**src/rtl/decoder_pkg.sv**
```systemverilog
// Shared widths and a reference one-hot helper for the 4-to-16 decoder slice.
package decoder_pkg;

    localparam int SEL_W = 4;
    localparam int N_OUT = 16;

    function automatic logic [N_OUT-1:0] onehot16(input logic [SEL_W-1:0] sel, input logic en);
        logic [N_OUT-1:0] v;
        v = '0;
        if (en) begin
            v[sel] = 1'b1;
        end
        return v;
    endfunction

endpackage

```
**src/rtl/decoder_2to4.sv**
```systemverilog
// Combinational 2-to-4 one-hot decoder with enable; the building block of the 4-to-16 tree.
module decoder_2to4 (
    input  logic [1:0] sel,
    input  logic       en,
    output logic [3:0] y
);

    always_comb begin
        y = 4'b0000;
        if (en) begin
            y[sel] = 1'b1;
        end
    end

endmodule

```
**src/rtl/decoder_4to16.sv**
```systemverilog
// Registered 4-to-16 line decoder: a two-level 2-to-4 tree feeding 16 output flops.
module decoder_4to16
    import decoder_pkg::*;
#(
    parameter bit OUT_ACTIVE_LOW = 1'b0
) (
    input  logic clk,
    input  logic rst,
    input  logic en,
    input  logic d,
    input  logic c,
    input  logic b,
    input  logic a,
    output logic y0,
    output logic y1,
    output logic y2,
    output logic y3,
    output logic y4,
    output logic y5,
    output logic y6,
    output logic y7,
    output logic y8,
    output logic y9,
    output logic y10,
    output logic y11,
    output logic y12,
    output logic y13,
    output logic y14,
    output logic y15
);

    localparam logic [N_OUT-1:0] POL_MASK = {N_OUT{OUT_ACTIVE_LOW}};

    logic [3:0]       bank_en;
    logic [N_OUT-1:0] next_y;
    logic [N_OUT-1:0] y_q;

    // Upper bits pick one of four banks; only that bank's 2-to-4 is enabled.
    decoder_2to4 u_bank_sel (
        .sel ({d, c}),
        .en  (en),
        .y   (bank_en)
    );

    for (genvar g = 0; g < 4; g++) begin : g_bank
        decoder_2to4 u_line_sel (
            .sel ({b, a}),
            .en  (bank_en[g]),
            .y   (next_y[g*4 +: 4])
        );
    end

    always_ff @(posedge clk) begin
        if (rst) begin
            y_q <= POL_MASK;
        end else begin
            y_q <= next_y ^ POL_MASK;
        end
    end

    assign y0  = y_q[0];
    assign y1  = y_q[1];
    assign y2  = y_q[2];
    assign y3  = y_q[3];
    assign y4  = y_q[4];
    assign y5  = y_q[5];
    assign y6  = y_q[6];
    assign y7  = y_q[7];
    assign y8  = y_q[8];
    assign y9  = y_q[9];
    assign y10 = y_q[10];
    assign y11 = y_q[11];
    assign y12 = y_q[12];
    assign y13 = y_q[13];
    assign y14 = y_q[14];
    assign y15 = y_q[15];

endmodule

```
**config.mk**
```make
export PLATFORM = sky130hd
export DESIGN_NAME = decoder_4to16
export DESIGN_NICKNAME = d
export VERILOG_FILES = /design/src/rtl/decoder_pkg.sv /design/src/rtl/decoder_2to4.sv /design/src/rtl/decoder_4to16.sv
export SDC_FILE = /design/constraint.sdc
export NUM_CORES = 1
export LEC_CHECK = 0
export BUFFER_PORTS_ARGS = -buffer_cell sky130_fd_sc_hd__buf_2
export CORE_AREA = 5 5 42 44
export CTS_BUF_LIST = sky130_fd_sc_hd__clkbuf_16
export DETAILED_ROUTE_END_ITERATION = 8
export DIE_AREA = 0 0 47 49
export HOLD_SLACK_MARGIN = 0.06
export SLEW_MARGIN = 15
export SYNTH_ARGS = -nofsm -noshare
export SYNTH_HDL_FRONTEND = slang
export SYNTH_SLANG_ARGS = --single-unit
```
**constraint.sdc**
```tcl
create_clock -name clk -period 2.85 [get_ports clk]
set_clock_uncertainty 0.2 [all_clocks]
set_input_delay 0.285 -clock clk [delete_from_list [all_inputs] [get_ports clk]]
set_output_delay 0.285 -clock clk [all_outputs]
set_load 0.01 [all_outputs]
```
# == Word level (Yosys, flattened, before mapping) ==
# Index checks and enable logic that the tools add are counted.
# W data, S select, Z words.
# word_totals
register_bits,16
latchBits,0
ram_bits,0
romBits,0
in_bits,7
output_inout_bits,16
elab_cells,23
memories,0
# classes
addsub,0
multipliers,0
div_mod_pow,0
n_lt_le_gt_ge,4
eq_ne,0
shift,0
muxes,5
n_bitwise,4
reduce_logical,6
# ops
cell,count
$reduce_or A2 Y1,4
$lt A2 B3 Y1 const B,2
$demux W1 S2,2
$ge A2 B1 Y1 const B,2
$mux W4,1
$not A1 Y1,4
$logic_and A1 B1 Y1,2
$mux W1,2

# == Logic depth before layout (Yosys ltp) ==
# Gate-level depths: netlist (run 1).
# logic_depth
word_depth,7
depth_mapped,2
mapped_depth_nobuf,2

# == By module ==
# Synthesis (run 1) repeated with hierarchy kept, for this count alone.
# unflattened
cells_unflattened,53
area_unflattened_um2,651.9
# by_module_without_submodules
mod,instances,cells_per_inst,area_each_um2,seq_area_each_um2
decoder_4to16,1,33,464.2,320.3
decoder_2to4,5,4,37.5,0.0

# == Least setup slack after synthesis (run 1) ==
# Ideal clock, no wire load.
# synth_timing
path_type,input-to-reg
from,in rst
to,reg y_q[0]
setup_time_ns,0.073
arrival_ns,0.946
t_required_ns,2.577
path_slack_ns,1.631
path_stages,2
n_path_buf,0
path_cell_list,or4b_4 -> nor3_2
# synth_between
elab_chain_cells,1
# synth_lines
item,line_no,source
start: declaration,decoder_4to16.sv:8,"input logic rst,"
$reduce_or A2 Y1 (no source line),--,
end signal: assignment,decoder_4to16.sv:57,y_q <= next_y ^ POL_MASK;
end: declaration,decoder_4to16.sv:36,logic [N_OUT-1:0] y_q;
# Every way passes these cells.
# A chain may end at the register's enable or synchronous reset.

# == Final worst setup path (run 1) ==
# layout_timing
from,reg y_q[12]
to,out y12
# layout_rtl
item,line_no,source
end: declaration,decoder_4to16.sv:26,"output logic y12,"
# No word-level cell between the ends.

==> results of run 1 <==
-- power groups by stage --
stage / logic, W / registers (W) / clock network (W)
final: 0.0000205 / 0.000227 / 0.000258
after global routing: 0.0000226 / 0.000227 / 0.000276
after CTS: 0.0000207 / 0.000227 / 0.000263
after detailed placement: 0.0000207 / 0.000231 / 0
after global placement: 0.0000204 / 0.000231 / 0
after floorplan: 0.00000772 / 0.000233 / 0
-- per-stage QoR --
| step | worst slack, ps | hold WS, ps | cells | total power, W |
|---|---|---|---|---|
| floorplan | 1631 | 154.0 | 39 | 0.0002403 |
| global placement | 1502 | 342.2 | 77 | 0.0002516 |
| detailed placement | 1473 | 343.5 | 77 | 0.0002520 |
| CTS | 1695 | 92.38 | 80 | 0.0005106 |
| global route | 1667 | 107.4 | 80 | 0.0005254 |
| finish | 1698 | 97.19 | 80 | 0.0005054 |
-- layout make-up --
class	instances	area, sq um	area share, %
Clock buffer	3	75.07	11.30
Tap cell	16	20.02	3.013
Sequential cell	16	320.3	48.21
Timing Repair Buffer	22	110.1	16.57
Multi-Input combinational cell	23	138.9	20.90
-- layout by cell type (no fill, tap or decap) --
| cell type | n |
|---|---|
| nor3_2 | 1 |
| nor2_1 | 9 |
| nand4bb_1 | 2 |
| clkbuf_16 | 3 |
| buf_2 | 22 |
| nor3_1 | 3 |
| or4b_4 | 1 |
| nand2b_1 | 2 |
| dfxtp_1 | 16 |
| nor2_2 | 3 |
| nand2_1 | 1 |
| nand4b_1 | 1 |
-- per-layer routing --
layer  global-route usage [%]  up-vias  wire length [um]
met1                    9.641      162               347
met4                    6.912        0                17
met3                    5.166        2               123
li1                         -      182                 -
met2                    13.57       16               407
met5                        0        -                 0
-- logic make-up (layout without fill, tap and decap cells) --
group,after synthesis,after routing,synth area share (%)
and+or+nand+nor,23,23,30.24
buffers and inverters,0,25,0
DFF,16,16,69.76
-- how the worst min path moves through the flow --
stage               endpoint  cells after the start  start
finish                y_q[0]                      2      a
global route          y_q[0]                      2      c
CTS                   y_q[0]                      2      a
detailed placement    y_q[0]                      2      a
global placement      y_q[0]                      2      a
floorplan             y_q[0]                      1      c
==> impl_metrics.ini, run 1 <==
[status]
status = complete, no violations

[flow_run]
max_cap_violations = 0

[grt]
first_global_vias = 379
grt_max_degree = 9
grtUsageTotal_pct = 9.355
antenna_found_initial = 0
grt_first_pass_wirelength_um = 1497
grt.overflow.total = 0

[timing]
tns_ps = 0
period_share_pct = 40.43
rsz0062_at_grt = no
fin_crit_ps = 1152
slew_viol_final = 0
fmax_mhz = 868.0
timing.slew.headroom_pct = 84.75
setup_viol = 0
tightestPinTransition_ps = 227.5
hold_violations = 0

[yosys]
synth_top_cell_by_area = dfxtp_1
ys_warn_count = 0
synth_most_common_cell = dfxtp_1
yosysSeqAreaShare_pct = 69.75
yosysTopAreaCellShare_pct = 69.75
syn_nets = 46
syn_avg_cell_area_sq_um = 11.77
syn_area_sq_um = 459.2
synth_edf_count = 0
syn_inst = 39
synth_area_leaders = dfxtp_1 (70%), nor2_1 (7.4%), nand4bb_1 (4.9%)
ys_types = 10
synth_common_cells = dfxtp_1 (16), nor2_1 (9), nor2_2 (3), nor3_1 (3)
synth_seq_cells = 16
synth-main-ff-cell = dfxtp_1
async_flop_share_pct = 0

[drt]
dr.first_iter.drc_count = 0
via_per_inst = 4.525
drc = 0
wirelength_um = 895
drt_pass1_iterations = 1
vias = 362
wl_per_cell_um = 11.19
final_antenna_net_count = 0

[floorplan]
core_region_area_sq_um = 1401
dieArea_sq_um = 2303
fp.dieH_um = 49
fp.dieW_um = 47
rows = 14
start_util_pct = 32.77
io-pin-count = 23

[clock_tree]
numCtsBuffers = 3
cts_root_buffer = clkbuf_16
cts_tree = built
cts.repair.resized = 0
clk_pin_slew_ps = 40
cts_sinks = 16
h-tree-depth = 1
postCtsSetupRepairBufs = 0
cts_buffer_depth = 2
postCtsHoldBufs = 0

[worst_setup_path]
cp_cell_sequence = buf_2
cp-endpoint = y12
crit_required_ps = 2370
cp_max_fo = 1
path_delay_family = flip-flops
crit_type = flop to output port
cp-startpoint = y_q[12]
path_depth = 1
crit_buf_inv = 1
cp_slowest_cell = dfxtp_1
cp.arrival_ps = 670
critPathLaunchType = flop
endpoint_kind = output port
slowest_delay_ps = 310

[finish]
utilization_pct = 47.41
design_area_sq_um = 664.4
top_regs = y_q: 16 flops
fillers = 143
largest_reg_flops = 16
drive_above_1_share_pct = 46.88
n_antenna_cell = 0
top_register = y_q
final_nets = 73
syn2layout_area_growth_pct = 44.69

[power_and_ir_drop]
pwr-share-seq_pct = 45.0
powerDensity_nw_per_um2 = 760.6
clkPwrFrac_pct = 51.0
intPower_w = 0.0004181
leakagePower_nw = 0.3129
max-vdd-ir-drop_uv = 282.4
swShare_pct = 17.28
comb_power_share_pct = 4.1
p_switching_w = 0.00008730

[placement]
placed_area_sq_um = 589.3
io_buffers = 22
place_congestion = 0.6781

[hold_path]
hold_class = primary input to flop
(Power assumes the default switching activity.)
==> inputs of run 2 (changes only) <==
==> constraint.sdc (replaced) <==
create_clock -name clk -period 1.1 [get_ports clk]
set_clock_uncertainty 0.2 [all_clocks]
set_input_delay 0.11 -clock clk [delete_from_list [all_inputs] [get_ports clk]]
set_output_delay 0.11 -clock clk [all_outputs]
set_load 0.01 [all_outputs]
==> impl_metrics.ini, run 2 (same netlist as run 1, synthesis figures left out) <==
[status]
status = complete, but fails checks
violations = negative hold slack

[worst_setup_path]
cp.arrival_ps = 670
path_delay_family = flip-flops
slowest_delay_ps = 310
crit_required_ps = 790
crit_buf_inv = 1
path_depth = 1
cp_slowest_cell = dfxtp_1
endpoint_kind = output port
critPathLaunchType = flop
crit_type = flop to output port
cp_max_fo = 1
cp_cell_sequence = buf_2

[timing]
timing.slew.headroom_pct = 85.42
tns_ps = 0
fmax_mhz = 1023
slew_viol_final = 0
period_share_pct = 88.85
fin_crit_ps = 977.4
whs_ps = -84.21
tightestPinTransition_ps = 217.5
rsz0062_at_grt = no
hold_violations = 7
setup_viol = 0

[floorplan]
rows = 14
fp.dieW_um = 47
start_util_pct = 32.77
core_region_area_sq_um = 1401
fp.dieH_um = 49
dieArea_sq_um = 2303
io-pin-count = 23

[clock_tree]
h-tree-depth = 1
cts_sinks = 16
cts_buffer_depth = 2
cts_root_buffer = clkbuf_16
clk_pin_slew_ps = 50
numCtsBuffers = 3
cts_tree = built
cts.repair.resized = 0
postCtsSetupRepairBufs = 0

[finish]
final_cells = 83
largest_reg_flops = 16
utilization_pct = 48.75
drive_above_1_share_pct = 47.76
syn2layout_area_growth_pct = 48.77
layout_common_cells = buf_2 (22), dfxtp_1 (16), nor2_1 (9)
n_antenna_cell = 0
top_register = y_q
fillers = 142
mostFrequentLayoutCell = buf_2
final_nets = 75
top_regs = y_q: 16 flops

[drt]
wirelength_um = 890
via_per_inst = 4.277
final_antenna_net_count = 0
dr.first_iter.drc_count = 3
wl_per_cell_um = 10.72
vias = 355
drt_pass1_iterations = 4
drc = 0

[grt]
grt_first_pass_wirelength_um = 1414
grt.overflow.total = 0
antenna_found_initial = 0
first_global_vias = 331
grt_max_degree = 10
grtUsageTotal_pct = 8.911

[placement]
place_congestion = 0.6782
dp_hpwl_um = 685.6
io_buffers = 22
dp_cells = 79

[hold_path]
min_path_cells = 2
hold_class = primary input to flop

[flow_run]
max_cap_violations = 0

[power_and_ir_drop]
max-vdd-ir-drop_uv = 841.0
leakagePower_nw = 0.3241
totalPowerFinal_w = 0.001331
powerDensity_nw_per_um2 = 1948
-- run 2: cell count changes in the layout (fill, tap and decap cells not counted) --
| cell | before | now |
|---|---|---|
| buf_4 | 0 | 2 |
| clkinv_1 | 0 | 1 |
-- run 2: per-stage QoR --
stage | instance area [sq um] | worst slack, ps
after detailed placement | 604.3 | -80.39
after floorplan | 459.2 | 56.02
after global routing | 683.2 | 75.45
after global placement | 604.3 | -64.43
after CTS | 683.2 | 106.0
final | 683.2 | 122.6
-- run 2: worst paths after layout --
kind              endpoint  slack (ps)    from
setup / recovery        y7         120  y_q[7]
hold / removal      y_q[0]         -80       a
-- run 2: power breakdown --
group | total, W | internal, W | switching (W)
clock network | 0.000684 | 0.000480 | 0.000204
logic | 0.0000582 | 0.0000258 | 0.0000324
registers | 0.000588 | 0.000587 | 0.00000106
total | 0.00133 | 0.00109 | 0.000238
-- run 2: cell type report --
| cell class | instances | area (sq um) | share of cell area [%] |
|---|---|---|---|
| Timing Repair Buffer | 24 | 125.1 | 18.32 |
| Clock inverter | 1 | 3.754 | 0.5495 |
| Clock buffer | 3 | 75.07 | 10.99 |
| Tap cell | 16 | 20.02 | 2.930 |
| Sequential cell | 16 | 320.3 | 46.89 |
| Multi-Input combinational cell | 23 | 138.9 | 20.33 |
-- run 2: routing by layer --
metal	part of all wire, %	up-vias	global-route usage, %
li1	-	185	-
met1	41	152	11.14
met2	44	16	10.63
met3	13	2	5.166
met4	2.0	0	6.912
met5	0	-	0
